## config.mk

```make
export PLATFORM = sky130hd
export DESIGN_NAME = relm_div_seq
export DESIGN_NICKNAME = d
export VERILOG_FILES = /design/src/rtl/relm_div_pkg.sv /design/src/rtl/relm_div_step.sv /design/src/rtl/relm_div_seq.sv
export SDC_FILE = /design/constraint.sdc
export NUM_CORES = 1
export LEC_CHECK = 0
export ABC_AREA = 1
export CORE_UTILIZATION = 58
export CTS_CLUSTER_SIZE = 24
export DETAILED_ROUTE_END_ITERATION = 10
export PLACE_DENSITY = 0.84
export SLEW_MARGIN = 25
export SYNTH_ARGS = -nofsm -noshare
export SYNTH_HDL_FRONTEND = slang
export SYNTH_SLANG_ARGS = --single-unit
```

## constraint.sdc

```tcl
create_clock -name clk -period 4.45 [get_ports clk]
set_input_delay 0.6675 -clock clk [delete_from_list [all_inputs] [get_ports clk]]
set_output_delay 0.6675 -clock clk [all_outputs]
set_load 0.01 [all_outputs]
```

## src/rtl/relm_div_pkg.sv

```systemverilog
// Shared types and sizing helpers for the ReLM sequential restoring divider.
package relm_div_pkg;

    typedef enum logic [1:0] {
        StIdle = 2'd0,
        StRun  = 2'd1,
        StDone = 2'd2
    } state_e;

    localparam logic MODE_INT  = 1'b0;
    localparam logic MODE_FRAC = 1'b1;

    // Number of RUN cycles for a given width and bits retired per cycle.
    function automatic int unsigned iter_of(int unsigned wd, int unsigned step);
        return wd / step;
    endfunction

    function automatic int unsigned cnt_width(int unsigned wd, int unsigned step);
        return $clog2(wd / step) + 1;
    endfunction

endpackage

```

## src/rtl/relm_div_step.sv

```systemverilog
// One combinational restoring-division step: (P, S, d) -> (P', S').
module relm_div_step #(
    parameter int unsigned WD = 32
) (
    input  logic [WD-1:0] p_i,
    input  logic [WD-1:0] s_i,
    input  logic [WD-1:0] d_i,
    output logic [WD-1:0] p_o,
    output logic [WD-1:0] s_o
);

    logic [WD+1:0] diff;
    logic          q_bit;
    logic          unused_diff_top;

    // One extra guard bit so the borrow shows up in the MSB.
    always_comb begin
        diff  = {1'b0, p_i, s_i[WD-1]} - {2'b00, d_i};
        q_bit = ~diff[WD+1];
        p_o   = q_bit ? diff[WD-1:0] : {p_i[WD-2:0], s_i[WD-1]};
        s_o   = {s_i[WD-2:0], q_bit};
    end

    // With P < d the successful difference always fits in WD bits.
    assign unused_diff_top = diff[WD];

endmodule

```

## src/rtl/relm_div_seq.sv

```systemverilog
// Self-timed restoring divider: integer and normalised-fraction modes, STEP quotient
// bits per cycle, results and flags registered on entry to DONE.
module relm_div_seq
    import relm_div_pkg::*;
#(
    parameter int unsigned WD   = 32,
    parameter int unsigned STEP = 2
) (
    input  logic          clk,
    input  logic          reset,
    input  logic          start_in,
    input  logic          mode_in,
    input  logic [WD-1:0] n_in,
    input  logic [WD-1:0] d_in,
    output logic          busy_out,
    output logic          done_out,
    output logic [WD-1:0] q_out,
    output logic [WD-1:0] r_out,
    output logic          sticky_out,
    output logic          dz_out
);

    localparam int unsigned ITER = iter_of(WD, STEP);
    localparam int unsigned CW   = cnt_width(WD, STEP);

    state_e        state_q, state_d;
    logic [CW-1:0] cnt_q, cnt_d;
    logic [WD-1:0] p_q, p_d;
    logic [WD-1:0] s_q, s_d;
    logic [WD-1:0] d_q, d_d;
    logic [WD-1:0] q_q, q_d;
    logic [WD-1:0] r_q, r_d;
    logic          sticky_q, sticky_d;
    logic          dz_q, dz_d;

    logic [WD-1:0] p_c [STEP+1];
    logic [WD-1:0] s_c [STEP+1];
    logic [WD-1:0] p_set, s_set;
    logic          div_zero;

    assign p_c[0] = p_q;
    assign s_c[0] = s_q;

    for (genvar i = 0; i < STEP; i++) begin : g_step
        relm_div_step #(
            .WD(WD)
        ) u_step (
            .p_i(p_c[i]),
            .s_i(s_c[i]),
            .d_i(d_q),
            .p_o(p_c[i+1]),
            .s_o(s_c[i+1])
        );
    end

    // Fraction mode divides n << (WD-1), so the upper word starts as n >> 1.
    always_comb begin
        if (mode_in == MODE_FRAC) begin
            p_set    = {1'b0, n_in[WD-1:1]};
            s_set    = {n_in[0], {(WD-1){1'b0}}};
            div_zero = ~d_in[WD-1];
        end else begin
            p_set    = '0;
            s_set    = n_in;
            div_zero = (d_in == '0);
        end
    end

    always_comb begin
        state_d  = state_q;
        cnt_d    = cnt_q;
        p_d      = p_q;
        s_d      = s_q;
        d_d      = d_q;
        q_d      = q_q;
        r_d      = r_q;
        sticky_d = sticky_q;
        dz_d     = dz_q;
        unique case (state_q)
            StIdle, StDone: begin
                if (start_in) begin
                    if (div_zero) begin
                        state_d  = StDone;
                        cnt_d    = '0;
                        q_d      = '1;
                        r_d      = n_in;
                        sticky_d = 1'b1;
                        dz_d     = 1'b1;
                    end else begin
                        state_d = StRun;
                        cnt_d   = CW'(ITER);
                        p_d     = p_set;
                        s_d     = s_set;
                        d_d     = d_in;
                    end
                end else begin
                    state_d = StIdle;
                end
            end
            StRun: begin
                p_d   = p_c[STEP];
                s_d   = s_c[STEP];
                cnt_d = cnt_q - CW'(1);
                if (cnt_q == CW'(1)) begin
                    state_d  = StDone;
                    q_d      = s_c[STEP];
                    r_d      = p_c[STEP];
                    sticky_d = |p_c[STEP];
                    dz_d     = 1'b0;
                end
            end
            default: state_d = StIdle;
        endcase
    end

    always_ff @(posedge clk) begin
        if (reset) begin
            state_q  <= StIdle;
            cnt_q    <= '0;
            p_q      <= '0;
            s_q      <= '0;
            d_q      <= '0;
            q_q      <= '0;
            r_q      <= '0;
            sticky_q <= 1'b0;
            dz_q     <= 1'b0;
        end else begin
            state_q  <= state_d;
            cnt_q    <= cnt_d;
            p_q      <= p_d;
            s_q      <= s_d;
            d_q      <= d_d;
            q_q      <= q_d;
            r_q      <= r_d;
            sticky_q <= sticky_d;
            dz_q     <= dz_d;
        end
    end

    assign busy_out   = (state_q == StRun);
    assign done_out   = (state_q == StDone);
    assign q_out      = q_q;
    assign r_out      = r_q;
    assign sticky_out = sticky_q;
    assign dz_out     = dz_q;

endmodule

```

Yosys cells after proc, flatten, opt, wreduce, memory -nomap -nowiden
Cells that the tools add are included.
Operators by class
  $add $sub $neg: 3
  equal/unequal tests: 7
  multiplexer cells: 32
  bitwise gates (word level): 4
  reduce and logical (&&, ||, !) cells: 9
Operators by type and width (number)
  32-bit 2-to-1 mux: 13
  32-bit one-hot mux with 2 select lines: 4
  33-bit by 32-bit subtractor with 34-bit output: 2
  32-bit logical NOT: 1
  32-bit OR reduction: 1
  31-bit 2-to-1 mux: 1
  5-bit 2-to-1 mux: 2
  5-bit one-hot mux with 2 select lines: 1
  2-bit 2-to-1 mux: 3
  2-bit != test (second input constant): 3
  3-bit AND reduction: 2
  5-bit by 1-bit == test with 1-bit output (second input constant): 1
  1-bit 2-to-1 mux: 5
  5-bit by 1-bit subtractor with 5-bit output (second input constant): 1
  1-bit inverter: 4
  1-bit one-hot mux with 2 select lines: 2
  2-bit one-hot mux with 2 select lines: 1
  4-bit AND reduction: 1
  2-bit by 1-bit == test with 1-bit output (second input constant): 1
  2-bit == test (second input constant): 1
  2-bit logical NOT: 1
  2-bit by 1-bit != test with 1-bit output (second input constant): 1
  2-bit AND reduction: 1
  2-bit nonzero test: 1
  2-bit OR reduction: 1
Storage, ports and cells
  bits in registers: 169
  input bits: 68
  output and inout port bits: 68
  logic and storage cells: 64

Depth between registers and ports, before layout
  word-level depth: 7
  gate-level depth with buffers: 37
  gate-level depth less buffers: 36

Cells and area by module
Synthesis repeated with hierarchy kept, for this count alone.
Second synthesis, totals
  cells, all modules: 2399
  area total of the unflattened synthesis: 14212.4 um^2
Modules (own cells, without submodules)
  relm_div_seq: times used 1, cells each 1059, area each 7533.5 um^2, sequential area each 3383.2 um^2
  relm_div_step: times used 2, cells each 670, area each 3339.5 um^2, sequential area each 0.0 um^2

Worst setup path before layout
No wires, ideal clock.
  kind: register to register
  from: reg d_q[15]
  to: reg sticky_q, in the netlist sticky_out
  setup time: 119 ps
  arrival: 3958 ps
  data required time: 4331 ps
  slack: 372 ps
  cell stages (with the launch flop): 32
  buffers on the path: 1
  period minus slack after synthesis: 4078 ps
  cells stage by stage: dfxtp_1 inv_1 ha_1 nand2_1 nor2_2 inv_2 nor3_4 nand3_2 nand3_2 inv_2 buf_6 or2_0 o21ai_2 inv_1 fa_1 inv_1 nand3_1 nand2_1 nand2_1 nand2_1 inv_1 o21ai_0 nand3_1 nand2_1 inv_1 o21ai_0 xnor2_1 nand2_1 nand2_1 nand3_1 nor2_1 a21oi_1
On the way
  word-level cells in the longest chain between the ends: 7
Ends and longest elaborated chain
  from (decl): line relm_div_seq.sv:30  | logic [WD-1:0] d_q, d_d;
  from (signal assigned): line relm_div_seq.sv:122  | d_q <= '0;
  from (signal assigned): line relm_div_seq.sv:132  | d_q <= d_d;
  33-bit by 32-bit subtractor with 34-bit output: line relm_div_step.sv:18  | diff = {1'b0, p_i, s_i[WD-1]} - {2'b00, d_i};
  32-bit 2-to-1 mux: line relm_div_step.sv:20  | p_o = q_bit ? diff[WD-1:0] : {p_i[WD-2:0], s_i[WD-1]};
  33-bit by 32-bit subtractor with 34-bit output: line relm_div_step.sv:18
  32-bit 2-to-1 mux *: line relm_div_step.sv:20
  32-bit OR reduction *: line relm_div_seq.sv:108  | sticky_d = |p_c[STEP];
  1-bit 2-to-1 mux *: line relm_div_seq.sv:104  | if (cnt_q == CW'(1)) begin
  1-bit one-hot mux with 2 select lines *: line relm_div_seq.sv:79  | unique case (state_q)
  to (signal assigned): line relm_div_seq.sv:135  | sticky_q <= sticky_d;
  to (decl): line relm_div_seq.sv:33  | logic sticky_q, sticky_d;
Every way passes the cells marked *; elsewhere a longest branch is shown, timed or not. The select of a mux whose other input is x is not followed.
A chain may end at the register's enable or synchronous reset.

Final worst setup path
  from: reg d_q[11]
  to: reg p_q[28]
On the way
  word-level cells in the longest chain between the ends: 5
Ends and longest elaborated chain
  33-bit by 32-bit subtractor with 34-bit output: line relm_div_step.sv:18
  32-bit 2-to-1 mux: line relm_div_step.sv:20
  33-bit by 32-bit subtractor with 34-bit output: line relm_div_step.sv:18
  32-bit 2-to-1 mux *: line relm_div_step.sv:20
  32-bit one-hot mux with 2 select lines *: line relm_div_seq.sv:79
  to (signal assigned): line relm_div_seq.sv:130  | p_q <= p_d;
  to (decl): line relm_div_seq.sv:28  | logic [WD-1:0] p_q, p_d;
Every way passes the cells marked *; elsewhere a longest branch is shown, timed or not.

==> results.md <==
- Crit-path max FO: 8
- Slew headroom: 0.3363
- Violated checks: negative setup slack
- Cell area after layout: 16110 um^2
- RR Endpoint: p_q[28]
- Post-synth cell types: 44
- Worst-margin pin slew: 0.9955 ns
- TritonRoute pass-1 iters: 8
- CTS tree: built
- YS warnings: 0
- DRC viols: 0
- Die width: 144.8 um
- Starting density of the core: 0.6001
- Sequential Area: 3392 um^2
- Hold path startpoint: s_q[18]
- Hold crit path type: reg2reg
- Inserted Clock Buffers: 17
- Worst EP arrival: 5.19 ns
- Crit share post-route: 1.085
- Sequential share of the synthesized area: 0.2859
- Endpoints failing setup: 57
- H-tree depth: 4
- Slowest stage delay, CP: 0.74 ns
- Post-Route Skew: 0.01333 ns
- Critical Path Most Common Cell: nand2_1
- Initial antenna violation count: 3
- FP Rows: 51
- GRT Total Usage: 0.4411
- DRT antenna net count: 0
- Worst R2R Setup Slack: -0.38 ns
- Clk buf depth: 2
- Die area: 20980 um^2
- Share of layout cells above drive strength 1: 0.1809
- Max Slew Vio Count: 0
- CTS sink count: 169
- Post-DP Area: 14450 um^2
- First-pass GRT wire length: 69910 um
- Vias in the first global route: 13147
- DP HPWL: 33810 um
- Die Height: 144.8 um
- WL/cell: 20.34 um
- Gpl congestion: 1.075
- Critical path buffers and inverters: 6
- CP required: 4.81 ns
- Final Hold Viols: 0
- Drt total wl: 49050 um
- Total global routing overflow: 0
- Post-Syn Area: 11830 um^2
- Yosys reg bits: 169
- Status: complete, but fails checks
- Mean area per synthesized cell: 6.274 um^2
- Reg clk slew, reported paths: 0.08 ns
- Layout area overhead: 36.16%
- DR vias: 14819
- Util after Layout: 0.8171
- RSZ-0062 raised after global routing: yes
- Hold Slack: 0.4697 ns
- Multi-input gate area: 8066 um^2
- Nets@finish: 2268
- Root Buffer: clkbuf_16
- Clock Latency Late Sink: 0.45 ns
- CP Capture Type: flip-flop
- WHS Path Cells: 2
- Iter 0 DRT Violations: 1793
- Crit path kind: reg2reg
- DR vias/cell: 6.146
- # IOs: 136
- Slowest-stage cell, CP: o21ai_0
- Cells after synthesis: 1886
- Fillers: 1338
- Crit Reg-Reg Startpoint: d_q[11]
- Core box area: 19720 um^2
- Largest net degree at the start of global routing: 89
- Hold path endpoint: s_q[18]
- Reg2Reg Depth: 24
- Critical path's top delay family: simple AND/OR/NAND/NOR gates
- Worst path cell trace: inv_1 > ha_1 > buf_4 > a21oi_1 > nand2_1 > o21ai_0 > nand4_1 > nand3_1 > nand2_1 > ha_1 > nand2_1 > nor2_2 > inv_1 > nor2_1 > nand3_1 > nand2_2 > nand2_4 > nand3_4 > buf_12 > clkinvlp_4 > buf_4 > o21ai_4 > nand2_1 > a31oi_1
- Tmin final: 4.830 ns
- Maximum operating frequency: 207.1 MHz
- Maxcap violations: 0
- Critical Path Source Type: flip-flop
- Setup WS post-layout: -0.3797 ns
- Syn nets: 2022
- Buffers on Ports: 135
-- how the worst max path moves through the flow --
stage | slack (ns) | cells after the start | startpoint | to
after CTS | -0.001 | 33 | d_q[7] | sticky_out
after global routing | -0.90 | 24 | d_q[11] | p_q[28]
final | -0.38 | 24 | d_q[11] | p_q[28]
after floorplan | 0.37 | 31 | d_q[15] | sticky_out
after detailed placement | -0.22 | 31 | d_q[7] | sticky_out
after global placement | -0.22 | 27 | d_q[7] | sticky_out
-- cell usage after synthesis (all sizes together) --
master    n  area [um^2]
o22ai     1        6.260
clkinv    3        11.26
clkbuf   62        232.7
a32oi    24        210.2
o21bai   10        75.07
nand3b    3        22.52
o211ai    2        15.01
fa        2        40.04
o21a      1        7.510
nor3     16        96.35
nor4      8        50.05
dfxtp   169         3383
ha       66        825.8
nand2   534         2007
and2      3        18.77
o21ai   151        759.5
a21oi   168        844.6
xnor2    17        148.9
inv     229        859.6
nor2    133        511.7
a31oi    58        362.9
nand3   129        665.6
a21o      5        37.54
xor2     25        219.0
or2      15        93.84
o221ai    1        8.760
and3      1        6.260
buf      21        123.9
nand4    23        143.9
a21boi    6        45.04
-- per-layer routing --
layer	global-route usage	vias to the layer above	share of wire
li1	-	6720	-
met1	0.5911	6724	0.38
met2	0.6711	1150	0.43
met3	0.07799	221	0.14
met4	0.2399	4	0.057
met5	0	-	0.00047
-- worst reg2reg max path, delay by kind of cell (launching register included) --
kind	cells	cell delay [ns]
buffers and inverters	6	0.79
adder cells (fa/ha/maj)	2	0.72
AO/OA/AOI/OAI	4	1.30
flip-flops	1	0.32
AND/OR/NAND/NOR	12	1.59
-- cell usage in the layout, fill, tap and decap left out, drive strengths merged, types with 2 or more instances in the layout --
master / count
dfxtp: 169
or2: 15
a21boi: 6
nand3b: 3
nor4: 8
clkbuf: 22
fa: 2
and2: 3
buf: 172
a32oi: 24
ha: 66
o211ai: 2
a31oi: 58
xnor2: 17
inv: 235
xor2: 25
o21ai: 151
a21o: 5
nand3: 129
nand2: 534
o21bai: 10
nor2: 133
clkinvlp: 2
clkdlybuf4s50: 134
nor3: 16
clkinv: 9
nand4: 23
a21oi: 168
-- logic make-up (layout without fill, tap and decap cells) --
kind of cell,Yosys count,after routing,share of synthesized area
buffers and inverters,315,574,0.1037
XOR/XNOR,42,42,0.03109
AO/OA/AOI/OAI,427,427,0.2005
other,0,1,0
adder cells (fa/ha/maj),68,68,0.07317
flip-flops,169,169,0.2859
AND/OR/NAND/NOR,865,865,0.3056
-- state kept, by name, indices dropped and copies added, names as in the netlist --
name,cells
r_out,32
cnt_q,5
state_q,2
q_out,32
s_q,32
p_q,32
d_q,32
sticky_out,1
dz_out,1
-- layout make-up --
class / count / share of cell area
Inverter: 232 / 0.05459
Clock buffer: 18 / 0.02726
Clock inverter: 14 / 0.009397
Antenna cell: 1 / 0.0001553
Timing Repair Buffer: 310 / 0.1768
Sequential cell: 169 / 0.2105
Multi-Input combinational cell: 1402 / 0.5007
Tap cell: 265 / 0.02058
-- repair_timing --
| action | CTS | global route |
|---|---|---|
| setup endpoints to repair | 42 | 65 |
| pin swaps | 0 | 27 |
| buffers inserted | 0 | 14 |
| gates cloned | 0 | 4 |
| gates resized for setup | 19 | 171 |
| hold buffers | 0 | 0 |
-- per-stage QoR --
stage                TNS [ns]  setup WS [ns]  instances
finish                 -10.20        -0.3797       2411
global route           -43.17        -0.8959       2411
CTS                 -0.001450      -0.001450       2392
detailed placement     -1.230        -0.2196       2360
global placement      -0.8238        -0.2239       2360
floorplan                   0         0.3722       1886
Power is not shown: default switching activity piles up to over one toggle a cycle in this logic, so the estimate is an artifact.
